File: src/rtl/div_iterative_core_pkg.sv
// Shared divider types: FIFO entry layout, per-op attributes and core FSM states.
package div_iterative_core_pkg;

  localparam int unsigned XLEN  = 32;
  localparam int unsigned CLZ_W = 5;
  localparam int unsigned ID_W  = 3;

  typedef logic [ID_W-1:0] id_t;

  typedef struct packed {
    logic remainder_op;
    logic negate_result;
    logic reuse_result;
    id_t  id;
  } div_attributes_t;

  typedef struct packed {
    logic [XLEN-1:0]  unsigned_dividend;
    logic [XLEN-1:0]  unsigned_divisor;
    logic [CLZ_W-1:0] dividend_CLZ;
    logic [CLZ_W-1:0] divisor_CLZ;
    logic             divisor_is_zero;
    div_attributes_t  attr;
  } div_fifo_inputs_t;

  typedef enum logic [1:0] {
    DIV_IDLE,
    DIV_COMPUTE,
    DIV_DONE
  } div_state_t;

endpackage

File: src/rtl/div_iterative_core_if.sv
// Divider core bus: input FIFO read side plus writeback valid/ack.
interface div_iterative_core_if;
  import div_iterative_core_pkg::*;

  logic             fifo_valid;
  div_fifo_inputs_t fifo_data;
  logic             fifo_pop;
  logic             wb_valid;
  id_t              wb_id;
  logic [XLEN-1:0]  wb_data;
  logic             wb_ack;
  logic             busy;

  modport master (
    input  fifo_valid, fifo_data, wb_ack,
    output fifo_pop, wb_valid, wb_id, wb_data, busy
  );

  modport slave (
    output fifo_valid, fifo_data, wb_ack,
    input  fifo_pop, wb_valid, wb_id, wb_data, busy
  );
endinterface

File: src/rtl/div_iterative_core_result_select.sv
// Picks quotient or remainder and applies optional two's-complement negation.
module div_iterative_core_result_select
  import div_iterative_core_pkg::*;
(
  input  logic [XLEN-1:0] q_i,
  input  logic [XLEN-1:0] r_i,
  input  logic            remainder_op_i,
  input  logic            negate_i,
  output logic [XLEN-1:0] data_o
);
  logic [XLEN-1:0] sel;

  assign sel    = remainder_op_i ? r_i : q_i;
  assign data_o = (sel ^ {XLEN{negate_i}}) + XLEN'(negate_i);
endmodule

File: src/rtl/div_iterative_core.sv
// Iterative unsigned radix-2 restoring divider fed from the divider FIFO, with
// CLZ-based iteration skipping, result reuse and a valid/ack writeback port.
module div_iterative_core
  import div_iterative_core_pkg::*;
#(
  parameter bit ENABLE_CLZ_SKIP = 1'b1
) (
  input  logic                 clk,
  input  logic                 rst_n,
  div_iterative_core_if.master core_io
);
  localparam int unsigned DW = 2 * XLEN - 1;

  div_state_t       state_q, state_d;
  logic [XLEN-1:0]  q_q, r_q, last_q_q, last_r_q, wb_data_q;
  logic [DW-1:0]    d_q;
  logic [CLZ_W-1:0] counter_q;
  logic             rem_op_q, negate_q;
  id_t              id_q, wb_id_q;

  logic             pop_c, load_c, done_entry_c, fast_path_c, ge_c;
  logic [CLZ_W-1:0] shift_c;
  logic [XLEN-1:0]  q_iter_c, r_iter_c, fin_q_c, fin_r_c, result_c;
  logic             sel_rem_c, sel_neg_c;
  id_t              sel_id_c;

  div_fifo_inputs_t entry;
  assign entry = core_io.fifo_data;

  assign fast_path_c = entry.attr.reuse_result | entry.divisor_is_zero |
                       (ENABLE_CLZ_SKIP && (entry.dividend_CLZ > entry.divisor_CLZ));
  assign shift_c     = ENABLE_CLZ_SKIP ? (entry.divisor_CLZ - entry.dividend_CLZ)
                                       : CLZ_W'(XLEN - 1);

  // One restoring step on the current working registers
  assign ge_c     = {{(XLEN-1){1'b0}}, r_q} >= d_q;
  assign r_iter_c = ge_c ? (r_q - d_q[XLEN-1:0]) : r_q;
  assign q_iter_c = {q_q[XLEN-2:0], ge_c};

  // State register
  always_ff @(posedge clk or negedge rst_n) begin
    if (!rst_n) state_q <= DIV_IDLE;
    else        state_q <= state_d;
  end

  // Next-state logic
  always_comb begin
    state_d = state_q;
    unique case (state_q)
      DIV_IDLE:    if (core_io.fifo_valid) state_d = fast_path_c ? DIV_DONE : DIV_COMPUTE;
      DIV_COMPUTE: if (counter_q == '0) state_d = DIV_DONE;
      DIV_DONE:    if (core_io.wb_ack) state_d = DIV_IDLE;
      default:     state_d = DIV_IDLE;
    endcase
  end

  // FSM control outputs
  always_comb begin
    pop_c        = 1'b0;
    load_c       = 1'b0;
    done_entry_c = 1'b0;
    unique case (state_q)
      DIV_IDLE: begin
        pop_c        = core_io.fifo_valid;
        load_c       = core_io.fifo_valid & ~fast_path_c;
        done_entry_c = core_io.fifo_valid & fast_path_c;
      end
      DIV_COMPUTE: done_entry_c = (counter_q == '0);
      default: ;
    endcase
  end

  // Raw q/r and attributes seen on the cycle that enters DONE
  always_comb begin
    fin_q_c   = q_iter_c;
    fin_r_c   = r_iter_c;
    sel_rem_c = rem_op_q;
    sel_neg_c = negate_q;
    sel_id_c  = id_q;
    if (state_q == DIV_IDLE) begin
      sel_rem_c = entry.attr.remainder_op;
      sel_neg_c = entry.attr.negate_result;
      sel_id_c  = entry.attr.id;
      if (entry.attr.reuse_result) begin
        fin_q_c = last_q_q;
        fin_r_c = last_r_q;
      end else if (entry.divisor_is_zero) begin
        fin_q_c = '1;
        fin_r_c = entry.unsigned_dividend;
      end else begin
        fin_q_c = '0;
        fin_r_c = entry.unsigned_dividend;
      end
    end
  end

  div_iterative_core_result_select u_result_select (
    .q_i            (fin_q_c),
    .r_i            (fin_r_c),
    .remainder_op_i (sel_rem_c),
    .negate_i       (sel_neg_c),
    .data_o         (result_c)
  );

  // Datapath and writeback registers
  always_ff @(posedge clk or negedge rst_n) begin
    if (!rst_n) begin
      q_q       <= '0;
      r_q       <= '0;
      d_q       <= '0;
      counter_q <= '0;
      rem_op_q  <= 1'b0;
      negate_q  <= 1'b0;
      id_q      <= '0;
      last_q_q  <= '0;
      last_r_q  <= '0;
      wb_data_q <= '0;
      wb_id_q   <= '0;
    end else begin
      if (load_c) begin
        d_q       <= DW'(entry.unsigned_divisor) << shift_c;
        r_q       <= entry.unsigned_dividend;
        q_q       <= '0;
        counter_q <= shift_c;
        rem_op_q  <= entry.attr.remainder_op;
        negate_q  <= entry.attr.negate_result;
        id_q      <= entry.attr.id;
      end else if (state_q == DIV_COMPUTE) begin
        d_q <= d_q >> 1;
        r_q <= r_iter_c;
        q_q <= q_iter_c;
        if (counter_q != '0) counter_q <= counter_q - CLZ_W'(1);
      end
      if (done_entry_c) begin
        last_q_q  <= fin_q_c;
        last_r_q  <= fin_r_c;
        wb_data_q <= result_c;
        wb_id_q   <= sel_id_c;
      end
    end
  end

  assign core_io.fifo_pop = pop_c;
  assign core_io.wb_valid = (state_q == DIV_DONE);
  assign core_io.busy     = (state_q != DIV_IDLE);
  assign core_io.wb_data  = wb_data_q;
  assign core_io.wb_id    = wb_id_q;

endmodule
File: src/flat_wrapper.sv
// flat-port wrapper written by rule: the top's interface ports become plain ports
module div_iterative_core_flat import div_iterative_core_pkg::*;
#(
  parameter bit ENABLE_CLZ_SKIP = 1'b1
)
  (clk, rst_n, core_io_fifo_valid, core_io_fifo_data, core_io_wb_ack, core_io_fifo_pop, core_io_wb_valid, core_io_wb_id, core_io_wb_data, core_io_busy);
  div_iterative_core_if core_io_i ();
  input  logic clk;
  input  logic rst_n;
  input wire logic [$bits(core_io_i.fifo_valid)-1:0] core_io_fifo_valid;
  input wire logic [$bits(core_io_i.fifo_data)-1:0] core_io_fifo_data;
  input wire logic [$bits(core_io_i.wb_ack)-1:0] core_io_wb_ack;
  output wire logic [$bits(core_io_i.fifo_pop)-1:0] core_io_fifo_pop;
  output wire logic [$bits(core_io_i.wb_valid)-1:0] core_io_wb_valid;
  output wire logic [$bits(core_io_i.wb_id)-1:0] core_io_wb_id;
  output wire logic [$bits(core_io_i.wb_data)-1:0] core_io_wb_data;
  output wire logic [$bits(core_io_i.busy)-1:0] core_io_busy;
  assign core_io_i.fifo_valid = core_io_fifo_valid;
  assign core_io_i.fifo_data = core_io_fifo_data;
  assign core_io_i.wb_ack = core_io_wb_ack;
  assign core_io_fifo_pop = core_io_i.fifo_pop;
  assign core_io_wb_valid = core_io_i.wb_valid;
  assign core_io_wb_id = core_io_i.wb_id;
  assign core_io_wb_data = core_io_i.wb_data;
  assign core_io_busy = core_io_i.busy;
  div_iterative_core #(.ENABLE_CLZ_SKIP(ENABLE_CLZ_SKIP)) u_core (.clk(clk), .rst_n(rst_n), .core_io(core_io_i));
endmodule
File: config.mk
export PLATFORM = sky130hd
export DESIGN_NAME = div_iterative_core_flat
export DESIGN_NICKNAME = d
export VERILOG_FILES = /design/src/rtl/div_iterative_core_pkg.sv /design/src/rtl/div_iterative_core_if.sv /design/src/rtl/div_iterative_core_result_select.sv /design/src/rtl/div_iterative_core.sv /design/src/flat_wrapper.sv
export SDC_FILE = /design/constraint.sdc
export NUM_CORES = 1
export LEC_CHECK = 0
export ABC_CLOCK_PERIOD_IN_PS = 6300
export BUFFER_PORTS_ARGS = -buffer_cell sky130_fd_sc_hd__buf_2
export CAP_MARGIN = 20
export CORE_MARGIN = 3
export CORE_UTILIZATION = 45
export DETAILED_ROUTE_END_ITERATION = 10
export HOLD_SLACK_MARGIN = 0.12
export PLACE_DENSITY = 0.71
export SYNTH_ARGS = -nofsm -noshare
export SYNTH_HDL_FRONTEND = slang
export SYNTH_SLANG_ARGS = --single-unit
File: constraint.sdc
create_clock -name clk -period 6.3 [get_ports clk]
set_input_delay 0.945 -clock clk [delete_from_list [all_inputs] [get_ports clk]]
set_output_delay 0.945 -clock clk [all_outputs]
set_load 0.03 [all_outputs]
==> results.toml <==
[routing]
drc = 0
routed_wl_um = 63300
first_iter_violations = 1980
routedWlPerCell_um = 22.8
avgViaCountPerCell = 6.32
vias = 17500
dr.pass1.iters = 6
ant_nets = 0

[timing]
drv_slew = 0
hold_ws_ns = 0.443
fin_skew_ns = 0.0366
max_freq_mhz = 186
hold_violations = 0
tightest_slew_ns = 0.959
rsz0062_at_grt = "false"
setup_viol = 0
min_period_over_period_pct = 85.2
final.setup.tns_ns = 0
layout_min_cycle_time_ns = 5.37
slew-limit-headroom_pct = 35.4

[floorplanning]
core.rowCount = 71
die_area_mm2 = 0.0413
fp.dieW_um = 203
ios = 123
coreArea_mm2 = 0.0380
start_util_pct = 46.0
die_y_um = 203

[critical_path]
cp_max_fo = 14
worstPathRequired_ns = 6.83
setup.worst_path.end_class = "register"
crit_path_start_kind = "register"
arrival_ns = 5.90
reg2regPathDepth = 15
reg2reg_slack_ns = 0.93
r2r_end = "u_core.core_io.wb_data[31]$_DFFE_PN0P_"
r2r-start = "u_core.d_q[1]$_DFFE_PN0P_"
path_class = "reg2reg"

[grt]
grt_start_max_net_pins = 123
grt_pass1_wl_um = 97500
grt_overflow = 0
first_global_vias = 16500
antenna_found_initial = 1
track_usage_pct = 29.8

[clock_tree]
cts_buffers = 29
clk_latency_ns = 0.59
cts_setup_buffers = 0
cts_resized = 0
cts.clk_slew.worst_paths_ns = 0.06
clock_path_buffers = 3
cts_hold_buf = 0
cts_root_buffer = "clkbuf_16"
cts_sinks = 237
cts_tree = "yes"
h-tree-depth = 1

[power_and_ir_drop]
power.density_mw_per_mm2 = 583
total_power_mw = 11.5
ir_worst_vdd_v = 0.000242
p_leak_nw = 8.62

[finish]
num-nets-final = 2364
instances_no_fill = 2771
post-route-util_pct = 51.8
diodes = 0
drive_gt1_share_pct = 13.9
area_growth_pct = 12.7

[placement]
port_buffers = 122
dp.cells = 2717
gp_congestion = 0.956
hpwl_um = 46400

[synth]
syn_inst = 2197
async_flop_share_pct = 100
synthesis.area_mm2 = 0.0175
synth.distinct_cells = 90
synthFlopType = "dfrtp_1"
synth_area_per_cell_um2 = 7.96
ys_seq_area_share_pct = 33.9
synth_seq_cells = 237
synth_edf_count = 0
synth_warnings = 0
synth_nets = 2324

[status]
outcome = "complete, no violations"

[hold_path]
hp-class = "in2async"

[run]
maxCapViolCount = 0
-- kinds of logic after synthesis --
logic type / share of synthesized area [%]
xor+xnor: 3.86
compound gates: 23.6
flops: 33.9
simple gates: 21.6
buf+inv: 5.01
mux: 8.95
fa+ha+maj: 3.09
-- layer usage --
metal,global-route usage (%),vias to the layer above,routed length (µm)
met3,4.55,150,5310
met4,10.5,0,2430
met5,0,-,0
li1,-,7990,-
met2,48.0,881,29300
met1,41.1,8488,26300
-- worst max-delay path: stages, from the launching register on --
cell and delay, ns:
dfrtp_1 0.40, inv_1 0.13, ha_1 0.26, nor2b_1 0.16
o31ai_1 0.45, a31oi_1 0.36, o211a_1 0.40, a211oi_4 0.60
buf_4 0.35, nand3_1 0.14, and3_1 0.23, a311o_4 0.45
nor4_4 0.49, nand4_2 0.25, or4_1 0.54, nand3_1 0.08
-- cell type report --
cell class / instances / area, µm²
multi-input combinational: 1740 / 10800
timing repair buffer: 169 / 986
sequential: 237 / 5930
tap: 511 / 639
clock inverter: 19 / 317
inverter: 60 / 225
fill: 3706 / 18300
clock buffer: 35 / 798
-- power breakdown --
part           internal [mW]  switching (mW)  total, mW
Clock                   1.23           0.737       1.97
Sequential              2.25           0.574       2.82
Combinational           2.30            4.39       6.69
Total                   5.78            5.70       11.5
-- synthesized netlist by cell type, drive strengths merged (5+ instances only) --
cell,number,share of area (%)
o221ai,16,0.84
nor3b,6,0.26
xor2,24,1.2
o21ai,183,5.3
o211ai,23,1.1
or4,8,0.39
inv,59,1.3
nand4,24,0.89
or2,5,0.18
nor4b,6,0.39
ha,40,2.9
a21oi,200,5.7
mux4,19,2.4
o22a,5,0.25
clkbuf,129,2.8
xnor2,53,2.7
o22ai,11,0.39
o211a,5,0.29
buf,31,0.95
nor3,40,1.2
mux2i,84,4.8
o2111ai,6,0.30
and2,12,0.43
nand3,44,1.3
a31oi,34,1.2
a211oi,24,1.1
nor2b,11,0.39
nor4,17,0.85
o31ai,12,0.52
o21a,17,0.74
nand2b,6,0.21
a22oi,48,2.1
nor2,201,4.3
dfrtp,237,34
mux2,26,1.7
or3,20,0.72
a221o,11,0.63
and3,9,0.32
a21o,20,0.86
and4,11,0.55
a41oi,6,0.34
nand2,405,8.7
-- how the worst max path moves through the flow --
stage,from,endpoint,cells past startpoint
3_3_place_gp,u_core.r_q[18]$_DFFE_PN0P_,u_core.core_io.wb_data[31]$_DFFE_PN0P_,14
4_1_cts,u_core.r_q[18]$_DFFE_PN0P_,u_core.core_io.wb_data[31]$_DFFE_PN0P_,14
6_report,u_core.d_q[1]$_DFFE_PN0P_,u_core.core_io.wb_data[31]$_DFFE_PN0P_,15
2_1_floorplan,u_core.d_q[18]$_DFFE_PN0P_,u_core.core_io.wb_data[21]$_DFFE_PN0P_,22
3_5_place_dp,u_core.r_q[18]$_DFFE_PN0P_,u_core.core_io.wb_data[31]$_DFFE_PN0P_,14
5_1_grt,u_core.r_q[24]$_DFFE_PN0P_,u_core.core_io.wb_data[26]$_DFFE_PN0P_,17
-- per-stage QoR --
stage / area (µm²) / worst slack [ns]
6_report: 19700 / 0.931
3_3_place_gp: 18600 / 1.07
2_1_floorplan: 17500 / 1.44
4_1_cts: 19700 / 1.03
3_5_place_dp: 18600 / 1.05
5_1_grt: 19700 / 0.660
-- cell usage in the layout (no fill, tap or decap), types with 12 or more instances in the layout --
cell | netlist | final
nand2_1 | 405 | 404
dfrtp_1 | 237 | 237
a21oi_1 | 200 | 200
nor2_1 | 201 | 199
o21ai_0 | 180 | 179
buf_2 | 4 | 121
mux2i_1 | 84 | 83
inv_1 | 59 | 58
xnor2_1 | 53 | 52
a22oi_1 | 48 | 48
buf_4 | 2 | 46
nand3_1 | 44 | 44
ha_1 | 40 | 40
nor3_1 | 39 | 39
a31oi_1 | 34 | 34
clkbuf_16 | 0 | 29
mux2_2 | 25 | 25
nand4_1 | 23 | 23
a211oi_1 | 23 | 23
xor2_1 | 24 | 22
a21o_1 | 20 | 20
or3_1 | 20 | 20
o211ai_1 | 20 | 20
mux4_2 | 19 | 19
o21a_1 | 16 | 15
o221ai_1 | 15 | 15
and2_1 | 12 | 12
nor4_1 | 13 | 12
o31ai_1 | 12 | 12
-- sequential cells by signal, indices dropped and copies added (netlist names) --
register / flops
u_core.d_q: 63
u_core.core_io.wb_data: 32
u_core.last_q_q: 32
u_core.last_r_q: 32
u_core.r_q: 32
u_core.q_q: 31
u_core.counter_q: 5
u_core.core_io.wb_id: 3
u_core.id_q: 3
u_core.state_q: 2
u_core.negate_q: 1
u_core.rem_op_q: 1
Power figures use the tool's default switching activity.
